File: src/rtl/blob_pixel_feeder.sv
// Reads one RGB565 frame from a show-ahead FIFO, binarizes each pixel by luma threshold,
// streams it to the blob counter on demand, then captures the counter's result.
module blob_pixel_feeder #(
    parameter int IMG_COL = 800,
    parameter int IMG_ROW = 600,
    parameter bit INVERT  = 1'b0
) (
    input  logic        i_clk,
    input  logic        i_rst,
    input  logic        i_start,
    input  logic [7:0]  i_thresh,
    input  logic [15:0] i_rd_data,
    input  logic        i_rd_empty,
    output logic        o_rd_req,
    output logic        o_valid,
    output logic        o_seq,
    input  logic        i_req,
    input  logic        i_result_valid,
    input  logic [7:0]  i_result,
    output logic [7:0]  o_count,
    output logic        o_done,
    output logic        o_underrun,
    output logic [2:0]  o_dbg_state
);

    localparam int          TOTAL   = IMG_COL * IMG_ROW;
    localparam logic [18:0] TOTAL_C = 19'(TOTAL);
    localparam int          COL_W   = (IMG_COL > 1) ? $clog2(IMG_COL) : 1;
    localparam int          ROW_W   = (IMG_ROW > 1) ? $clog2(IMG_ROW + 1) : 1;

    // Handshake: a pixel is consumed on every cycle the counter holds i_req high while
    // streaming; o_rd_req pops the FIFO head in that same cycle unless the FIFO is empty.
    typedef enum logic [2:0] {
        IDLE     = 3'd0,
        ARM      = 3'd1,
        STREAM   = 3'd2,
        WAIT_RES = 3'd3,
        CAPTURE  = 3'd4
    } state_t;

    state_t            state, state_next;
    logic [7:0]        thresh_r;
    logic [18:0]       pix_cnt;
    logic [COL_W-1:0]  col;
    logic [ROW_W-1:0]  row;
    logic [7:0]        luma;
    logic              fg;
    logic              demand;
    logic              frame_end;

    assign o_dbg_state = state;

    // Max luma is 62 + 63 + 62 = 187, so 8 bits never overflow.
    always_comb begin
        luma = {2'b00, i_rd_data[15:11], 1'b0}
             + {2'b00, i_rd_data[10:5]}
             + {2'b00, i_rd_data[4:0], 1'b0};
        fg   = (luma >= thresh_r) ^ INVERT;
    end

    always_comb begin
        state_next = state;
        demand     = 1'b0;
        frame_end  = 1'b0;
        o_rd_req   = 1'b0;
        case (state)
            IDLE:     if (i_start) state_next = ARM;
            ARM:      if (!i_rd_empty) state_next = STREAM;
            STREAM: begin
                if (pix_cnt < TOTAL_C) begin
                    demand   = i_req;
                    o_rd_req = i_req & ~i_rd_empty;
                end else begin
                    frame_end  = 1'b1;
                    state_next = WAIT_RES;
                end
            end
            WAIT_RES: if (i_result_valid) state_next = CAPTURE;
            CAPTURE:  state_next = IDLE;
            default:  state_next = IDLE;
        endcase
    end

    always_ff @(posedge i_clk or posedge i_rst) begin
        if (i_rst) state <= IDLE;
        else       state <= state_next;
    end

    always_ff @(posedge i_clk or posedge i_rst) begin
        if (i_rst) begin
            thresh_r   <= 8'd0;
            pix_cnt    <= 19'd0;
            col        <= '0;
            row        <= '0;
            o_valid    <= 1'b0;
            o_seq      <= 1'b0;
            o_count    <= 8'd0;
            o_done     <= 1'b0;
            o_underrun <= 1'b0;
        end else begin
            o_done <= 1'b0;
            case (state)
                IDLE: begin
                    if (i_start) begin
                        thresh_r   <= i_thresh;
                        pix_cnt    <= 19'd0;
                        col        <= '0;
                        row        <= '0;
                        o_underrun <= 1'b0;
                    end
                end
                ARM: begin
                    if (!i_rd_empty) o_valid <= 1'b1;
                end
                STREAM: begin
                    if (demand) begin
                        pix_cnt <= pix_cnt + 19'd1;
                        // An underrun pixel still counts, but as background.
                        o_seq   <= fg & ~i_rd_empty;
                        if (i_rd_empty) o_underrun <= 1'b1;
                        if (col == COL_W'(IMG_COL - 1)) begin
                            col <= '0;
                            row <= row + ROW_W'(1);
                        end else begin
                            col <= col + COL_W'(1);
                        end
                    end
                    if (frame_end) o_seq <= 1'b0;
                end
                WAIT_RES: begin
                    if (i_result_valid) begin
                        o_count <= i_result;
                        o_done  <= 1'b1;
                        o_valid <= 1'b0;
                    end
                end
                default: ;
            endcase
        end
    end

endmodule
File: config.mk
export PLATFORM = sky130hd
export DESIGN_NAME = blob_pixel_feeder
export DESIGN_NICKNAME = d
export VERILOG_FILES = /design/src/rtl/blob_pixel_feeder.sv
export SDC_FILE = /design/constraint.sdc
export NUM_CORES = 1
export LEC_CHECK = 0
export CAP_MARGIN = 20
export CORE_MARGIN = 2
export CORE_UTILIZATION = 50
export CTS_CLUSTER_SIZE = 24
export DETAILED_ROUTE_END_ITERATION = 10
export DONT_BUFFER_PORTS = 1
export PLACE_DENSITY = 0.68
export SYNTH_ARGS = -nofsm -noshare
export SYNTH_HDL_FRONTEND = slang
export SYNTH_SLANG_ARGS = --single-unit
File: constraint.sdc
create_clock -name i_clk -period 1.5 [get_ports i_clk]
set_input_delay 0.075 -clock i_clk [delete_from_list [all_inputs] [get_ports i_clk]]
set_output_delay 0.075 -clock i_clk [all_outputs]
set_load 0.005 [all_outputs]
== Word-level counts from Yosys, hierarchy flattened ==
Cells that the tools add are included.

* Register bits: 42
* Input bits: 38
* Output and inout bits: 16
* Word-level logic and storage cells: 61

* Add/subtract/negate cells: 3
* $lt $le $gt $ge: 2
* Equality and inequality tests: 9
* Muxes and demuxes: 25
* Bitwise operators: 3
* Reductions and logical operators: 11

{| class="wikitable"
|+ Operators by type and width
! operator !! count
|-
| 19-bit 2-to-1 mux || 2
|-
| 19-bit case mux with 2 select lines || 1
|-
| 19-bit by 1-bit adder with 19-bit output (second input constant) || 1
|-
| 19-bit less-than comparator (second input constant) || 1
|-
| 1-bit 2-to-1 mux || 15
|-
| 3-bit 2-to-1 mux || 4
|-
| 2-bit != test (second input constant) || 6
|-
| 3-bit case mux with 4 select lines || 1
|-
| 7-bit by 6-bit adder with 8-bit output || 1
|-
| 8-bit >= comparator || 1
|-
| 4-bit AND reduction || 2
|-
| 6-bit by 6-bit adder with 7-bit output || 1
|-
| 3-bit by 2-bit == test with 1-bit output (second input constant) || 2
|-
| 2-bit AND reduction || 3
|-
| 3-bit AND reduction || 2
|-
| 2-bit nonzero test || 3
|-
| 1-bit case mux with 2 select lines || 2
|-
| 3-bit by 1-bit == test with 1-bit output (second input constant) || 1
|-
| 3-bit zero test || 1
|-
| 1-bit AND || 2
|-
| 1-bit NOT || 1
|}

== Depth between registers and ports, before layout ==
Gate-level depths: netlist of run 1.

* Depth in word-level cells: 6
* Mapped depth: 13
* Mapped depth without buffers: 13

== Worst setup path before layout of run 1 ==
Ideal clock, no wire load.

* Path type: input -> register
* From: input port i_rd_data[1]
* To: register o_seq
* Arrival: 2.682 ns
* Data required time: 1.372 ns
* Path slack: -1.310 ns
* Stages: 13
* Path buffers: 0
* Cells stage by stage: inv_1 -> fa_1 -> inv_1 -> ha_1 -> fa_1 -> a21o_1 -> a21oi_1 -> xor2_1 -> ha_1 -> and3_1 -> a221o_1 -> a31oi_1 -> o31ai_1

* Longest elaborated chain between the ends: 5

{| class="wikitable"
|+ RTL lines
! what !! RTL line !! source
|-
| start, declared || 12 || <nowiki>input logic [15:0] i_rd_data,</nowiki>
|-
| 7-bit by 6-bit adder with 8-bit output || 57 || <nowiki>+ {2'b00, i_rd_data[4:0], 1'b0};</nowiki>
|-
| 8-bit >= comparator || 58 || <nowiki>fg = (luma >= thresh_r) ^ INVERT;</nowiki>
|-
| 1-bit AND || 119 || <nowiki>o_seq <= fg & ~i_rd_empty;</nowiki>
|-
| 1-bit 2-to-1 mux || 116 || <nowiki>if (demand) begin</nowiki>
|-
| 1-bit 2-to-1 mux || 128 || <nowiki>if (frame_end) o_seq <= 1'b0;</nowiki>
|-
| end signal, assigned || 119 ||
|-
| end, declared || 16 || <nowiki>output logic o_seq,</nowiki>
|}

No other way between the ends. The select of a mux whose other input is x is not followed.
A chain may end at the register's enable or synchronous reset.

== Worst setup path after layout of run 1 ==
* From: input port i_rd_data[12]
* To: register o_seq

* Longest elaborated chain between the ends: 6

{| class="wikitable"
|+ RTL lines
! what !! RTL line !! source
|-
| 6-bit by 6-bit adder with 7-bit output || 56 || <nowiki>+ {2'b00, i_rd_data[10:5]}</nowiki>
|-
| 7-bit by 6-bit adder with 8-bit output || 57 ||
|-
| 8-bit >= comparator || 58 ||
|-
| 1-bit AND || 119 ||
|-
| 1-bit 2-to-1 mux || 116 ||
|-
| 1-bit 2-to-1 mux || 128 ||
|}

No other way between the ends. The select of a mux whose other input is x is not followed.

==> results of run 1 <==
[worst reg2reg max path, delay by kind of cell (launching register included)]
kind	cells	cell delay, ps
buffers and inverters	3	410
AO/OA/AOI/OAI	4	580
AND/OR/NAND/NOR	1	280
flip-flops	1	420
[kinds of logic (layout without fill, tap and decap cells)]
| group | count (synthesis) | after routing |
|---|---|---|
| and+or+nand+nor | 78 | 78 |
| AOI/OAI and AO/OA | 73 | 73 |
| DFF | 42 | 42 |
| buffers and inverters | 33 | 118 |
| adders and majority gates | 20 | 20 |
| muxes | 9 | 9 |
| xor gates and xnor gates | 3 | 3 |
[sequential cells by signal (all words and copies together) (netlist names)]
signal / cells
o_dbg_state: 3
o_underrun: 1
o_count: 8
o_seq: 1
pix_cnt: 19
o_done: 1
thresh_r: 8
o_valid: 1
[cell type report]
class | instances | area, µm²
clock buffers | 5 | 68.8
clock inverters | 3 | 25.0
fillers | 288 | 1070
inverters | 23 | 93.8
multi-input cells | 183 | 1550
flip-flops and latches | 42 | 1050
well taps | 67 | 83.8
repair buffers | 87 | 817
[how the worst max path moves through the flow]
| stage | cells after the start | startpoint | endpoint |
|---|---|---|---|
| 6_report | 13 | i_rd_data[12] | o_seq |
| 3_3_place_gp | 13 | i_rd_data[12] | o_seq |
| 2_1_floorplan | 13 | i_rd_data[12] | o_seq |
| 4_1_cts | 13 | i_rd_data[12] | o_seq |
| 3_5_place_dp | 13 | i_rd_data[12] | o_seq |
| 5_1_grt | 13 | i_rd_data[12] | o_seq |
[synthesized netlist by cell type (2+ instances only)]
master    count
a211oi_1      3
a21o_1        4
a21oi_1       8
a31oi_1       6
and2_1        2
and3_1        6
buf_2         4
buf_4         2
clkbuf_1      3
dfrtp_1      42
fa_1          6
ha_1         14
inv_1        23
mux2_2        9
nand2_1      24
nand2b_1      2
nand3_1      11
nand4_1       6
nor2_1       17
nor2b_1       2
nor3_1        2
o21ai_0      37
o21ai_1       2
o31ai_1       8
xor2_1        3
[layer usage]
layer	track usage (%)	vias to the layer above	share of wire [%]
met5	0	-	0
met2	44.2	89	50
li1	-	1081	-
met3	6.10	20	6.5
met1	36.0	1107	41
met4	8.13	0	2.2
[report_power, final]
group / internal [mW] / total, mW / switching (mW)
Combinational: 1.26 / 2.57 / 1.31
Clock: 0.336 / 0.777 / 0.441
Sequential: 1.46 / 1.72 / 0.254
Total: 3.06 / 5.06 / 2.00
[timing repair]
item / 4_1_cts / 5_1_grt
hold endpoints to repair: 61 / 0
resized for setup: 71 / 39
hold buffers: 19 / 0
setup buffers: 15 / 3
setup endpoints to repair: 23 / 34
cloned: 4 / 0
pin swaps: 20 / 27
[metrics by stage]
| step | hold WS (ps) | cell area, µm² |
|---|---|---|
| 5_1_grt | 27.8 | 3690 |
| 3_3_place_gp | 132 | 2930 |
| 2_1_floorplan | 161 | 2500 |
| 4_1_cts | 11.7 | 3620 |
| 6_report | 12.4 | 3690 |
| 3_5_place_dp | 137 | 2930 |
==> results list, run 1 <==
* Failing checks: setup timing
* Leftover overflow at the end of global routing: 0
- For this run, the post-layout net count is 400.
- The critical path in this run is classified as in2reg.
- TritonCTS built the clock tree.
- Ratio of cells with drive above 1 in the final layout: 41.1%
- Fin cells: 410
- The count of final max-slew check failures was 0.
- Buffers inserted during clock tree synthesis total 5.
- During synthesis, Yosys emitted a total of 0 warnings.
* Tightest slew margin relative to the limit: 64.3%
- Post-route core utilization: 77.6%
* Critical-path top delay cell: fa_1
* Global-route wire length before repair: between 10000 and 15000 µm
- The detail route stage leaves a number of antenna-violating nets equal to 0.
- After the first detailed-routing iteration, the DRC count stood at around 150.
- TritonCTS sink count: 42
- Most frequent cells in the layout: buf_4 (47), dfrtp_1 (41), inv_1 (20)
* Worst setup slack after placement: -1230 ps
* Leading post-synthesis cells by cell area: dfrtp_1 (43%), o21ai_0 (7.5%), ha_1 (7.1%)
* Power per cell area: 1370 nW/µm²
- Average size of a mapped cell: around 9.6 µm²
* Pin count of the biggest net entering global routing: 43
* Share of the synthesized area in compound gates (AO/OA/AOI/OAI): 17.9%
* Sequential cell area fraction in the yosys report: a little over two fifths
- DRC Markers: 0
- Final critical path time including I/O delays and setup: roughly 2400 ps
- Die Span X: 74.3 µm
- Worst path bufs/invs: 3
- Kind of end point of the critical path: flip-flop
- Final count of hold timing violations: 0
- After clock tree synthesis, the clock-pin slew on the worst setup and hold paths is 90 ps.
* Leading register cell type out of synthesis: dfrtp_1
- The first TritonRoute pass finished after 4 iterations.
- Summing the areas of all and, or, nand and nor instances in the mapped netlist gives 16.7% of the synthesized area.
* Final TNS setup: -5880 ps
- In this run the core area contains 25 standard-cell rows.
- In the routed layout, each cell is associated on average with a via count of 5.60.
- Number of synthesized flops with an enable pin: 0
- Worst Slack Setup Final: -920 ps
- Synth async-reset ratio: 100%
- Share of the synthesized area in the top cell type: about 43%
* Worst min-delay path class: in2reg
* Effective utilization at floorplan: 52.0%
* Cells after Synth: 258
- The floorplan step defined a die boundary enclosing 5520 µm².
- Most common cell after layout, fill and taps aside: buf_4
- For this run, the top clock speed supported by timing is 0.413 GHz.
- The flow ran to the end, but the final reports show violations.
- At the pin with the least slew margin, the transition time is 536 ps.
* Number of primary I/O pins: 54
- Critical Path Max Stage Delay: 540 ps
- Arithmetic-cell share of the synthesized area counting full adders, half adders and majority gates: 11.9%
- Setup repair after global routing could not meet its margin everywhere.
* Max-cap violation count: 0
- Category of the worst setup path launch point: input pin
* Core Footprint: 4750 µm²
- Worst hold start: i_start
- In this run the clock root is driven by a clkbuf_8.
- No sink is reached through more buffers than the 2 on the longest clock path.
* Chip height: 74.3 µm
- Mux cell area share after synthesis: 4.10%
- Initial antenna violation count: 0
- Most area-hungry cell type in the Yosys netlist: dfrtp_1
- Yosys mapped the design onto 37 distinct sky130hd cell types.
- Detailed placer's ending HPWL: 4110 µm
- The H-tree generated during clock tree synthesis spans 2 levels.
* Crit Path Max Fanout: 2
- The area growth from synthesis to layout is 49.2%.
* Depth of the most critical reg-to-reg path: 8
* Required arrival time at the worst endpoint: 1690 ps
* Overall Global Routing Usage: around 27%
- Worst flop-to-flop path endpoint: pix_cnt[5]
- The synthesized netlist devotes 1.06% of its cell area to XOR and XNOR gates.
* Number of vias in the routed layout: 2297
- After layout, the worst path uses 161% of the clock period.
- WP data arrival: 2610 ps
- By area, the combinational part of the netlist is dominated by compound AO/OA/AOI/OAI gates.
- Cell type group with the largest total delay on the critical path: adder cells
- Summed over all layers, the routed wires come to 7150 µm.
* Worst-path cell chain: inv_8, fa_1, inv_2, buf_4, ha_1, a21o_1, a21o_1, xor2_1, ha_1, and3_4, a221o_1, a31oi_1, o31ai_1
- Setup violations remaining at the end of the flow were counted as 23.
- Ant. Diodes: 0
* Fin Clk Skew: 2.76 ps
* Synthesized net count: ~320
- Routed len/inst: approximately 17 µm
* Source of the worst register-to-register timing path: pix_cnt[10]
- The path with the worst hold slack has its endpoint at o_dbg_state[0].
* Post-synthesis sequential element count: 42
- VDD sags by at most 1.13 mV.
- Vias in the first global route: 2374
* Final Total Pwr: 5.06 mW
- Summing every instance area after synthesis gives 2470 µm².
- Pleak: between 1.5 and 2 nW
* Placed instance count: 366
- Later-pin clock latency in the skew report: 310 ps
- Weighted congestion at the end of routability-driven global placement: between 0.7 and 0.8
- Across all register-to-register paths, the minimum setup slack is -310 ps.
- Port Buffers: 0
- The worst hold path was traced through 2 stages.
No activity file was read; power rests on OpenSTA's default activity.
==> run 2: changes to the inputs <==
Settings changed: CORE_MARGIN 2 to 1.5.
==> results list, run 2 (synthesis gave the netlist of run 1 again) <==
- Critical Path Max Stage Delay: 540 ps
- The detail route stage leaves a number of antenna-violating nets equal to 0.
- Worst hold start: i_result_valid
- STA classifies the critical path startpoint as an input pin.
* Placed instance count: 359
- Router iterations before antenna repair: 5
- The first global-routing pass estimated approximately 11000 µm of wire.
- In this run switching power makes up 37.8% of total power.
- After layout, the worst path uses 163% of the clock period.
* Total count of max-transition violations in the final report: 0
* CTS tree: yes
* Required arrival time at the worst endpoint: 1680 ps
- CTS saw 42 sinks.
- Vias in the first global route: around 2400
* Die Span X: 73.3 µm
- The worst register-to-register path begins at pix_cnt[10].
* Worst-path cell chain: inv_8, fa_1, inv_2, buf_4, ha_1, a21o_1, a21o_1, a21oi_2, nor2_1, ha_1, and3_4, a221o_1, a31oi_1, o31ai_1
- Max-cap violation count: 0
- Along the worst path, the maximum fanout reaches 2.
- CTS Buf Count: 5
- On the critical path, the stage with the largest delay is an instance of fa_1.
* Deepest clock path buffer count: 2
* WP data arrival: ~2600 ps
- For the final routed database, the setup TNS stands at -5960 ps.
* Flip-flop count of the largest register, all copies and words added: 19
- The HPWL after detailed placement is just under 4000 µm.
- Worst min-delay path class: in2reg
- Chip height: approximately 73 µm
- Port Buffers: 0
- Setup violations remaining at the end of the flow were counted as 31.
- The core region is 4750 µm².
* 1st-iter DRT viols: 175
- STA classifies the critical path endpoint as a flip-flop.
* Biggest registers after layout: pix_cnt x19, o_count x8, thresh_r x8
* Register with the highest flop count: pix_cnt
- Run status: finished, violations left
* Full die area: between 5000 and 6000 µm²
* Number of primary I/O pins: between 50 and 60
- RSZ-0062 raised after global routing: yes
* Combinational share of power: a little under half
* Fin cells: 404
* Start point of the critical path: i_rd_data[12]
- DRC Markers: 0
* Post-route core utilization: about three quarters
- Fill cell instance count of the final layout: 296
* Maximum frequency from static timing analysis: a little over 0.4 GHz
- Most frequent cells in the layout: buf_4 (43), dfrtp_1 (39), nand2_1 (21)
* Power per cell area: 1460 nW/µm²
- In this run the number of H-tree levels came out at 2.
- The routed layout has 2347 vias.
- In this run the tightest slew margin relative to its limit is ~64%.
- Subtracting the final worst setup slack from the clock period gives 2450 ps.
* Overall Global Routing Usage: 26.9%
* Post-route standard cell area excluding fillers: 3650 µm²
* Termination of the worst setup path: o_seq
* Effective utilization at floorplan: 52.0%
- On the final layout, the worst clock skew is between 6 and 7 ps.
* Standard-cell row count: 25
- Critical path class: in2reg
- Ratio of cells with drive above 1 in the final layout: 40.7%
- Internal power: 3.32 mW
- For the worst flop-to-flop path, the logic depth is 7.
- Via-to-Cell Ratio: 5.81
- The initial antenna violation count came to 0.
- Entering global routing, the biggest net connects 43 pins.
- The worst hold path was traced through 2 stages.
* Net switching power figure: 2.02 mW
- Wires add up to 7470 µm.
- Pleak: around 1.7 nW
- Total cell area at the placement stage: 2880 µm²
* Routed len/inst: 18.5 µm
- After clock tree synthesis, the clock-pin slew on the worst setup and hold paths is 90 ps.
* Final Total Pwr: 5.33 mW
- Reg2reg setup slack: -260 ps
- The number of hold violations in the final report came to 0.
* Worst flop-to-flop path endpoint: o_seq
- In the post-route analysis, the smallest setup slack over all paths is -949 ps.
- Worst hold slack: about 36 ps
- The area growth from synthesis to layout is 47.5%.
- At the placement stage, the worst setup path has a slack of -1240 ps.
- For this run the aggregate overflow at the end of global routing stands at 0.
- Sequential cells burn 32.8% of the power.
- Tightest Pin Transition: 541 ps
* Count of nets after finishing: 394
- Weighted congestion at the end of routability-driven global placement: ~0.82
- IR analysis of the VDD net gives a maximum drop of 1.11 mV.
* Failing checks: setup timing
* Cell chosen for the clock root: clkbuf_8
* Most common cell after layout, fill and taps aside: buf_4
- The repair_antennas step left the layout with diodes totalling 0.
- Clock latency on the worst-skew pair, taken at its later pin, is approximately 300 ps.
- Share of power burned in the clock network: 20.5%
run 2: power groups by stage:
stage | clock network [mW] | logic [mW] | registers (mW)
6_report | 1.09 | 2.49 | 1.75
5_1_grt | 1.14 | 2.71 | 1.77
4_1_cts | 1.09 | 2.18 | 1.70
3_5_place_dp | 0 | 1.78 | 1.72
3_3_place_gp | 0 | 1.72 | 1.71
2_1_floorplan | 0 | 1.18 | 1.68
run 2: area by class of cell:
class / count / area (µm²) / share of cell area, %
Tap cell: 67 / 83.8 / 2.30
Clock buffer: 5 / 68.8 / 1.89
Inverter: 23 / 93.8 / 2.57
Clock inverter: 3 / 68.8 / 1.89
Timing Repair Buffer: 81 / 751 / 20.6
Sequential cell: 42 / 1050 / 28.9
Multi-Input combinational cell: 183 / 1530 / 41.8
run 2: critical path: cells and delay by family:
kind	cells	cell delay, ps
adder cells (fa/ha/maj)	3	1030
AO/OA/AOI/OAI	6	1090
buffers and inverters	3	170
AND/OR/NAND/NOR	2	250
run 2: how the worst min path moves through the flow:
stage,slack (ps),endpoint
CTS,9,o_dbg_state[0]
global route,50,o_done
finish,40,o_done
global placement,130,o_count[4]
detailed placement,140,pix_cnt[2]
floorplan,160,o_seq
run 2: repair_timing:
item,CTS,global route
hold endpoints to repair,61,0
cloned,3,0
gates resized for setup,73,29
buffers inserted,13,4
pin swaps,39,12
hold buffers,19,0
endpoints found under the setup margin,22,36
run 2: routing by layer:
metal,track usage [%],up-vias,share of wire (%),routed length [µm]
met3,5.49,20,5.6,415
met5,0,-,0,0
met4,9.47,0,2.3,175
li1,-,1061,-,-
met1,33.0,1168,38,2830
met2,47.2,98,54,4050
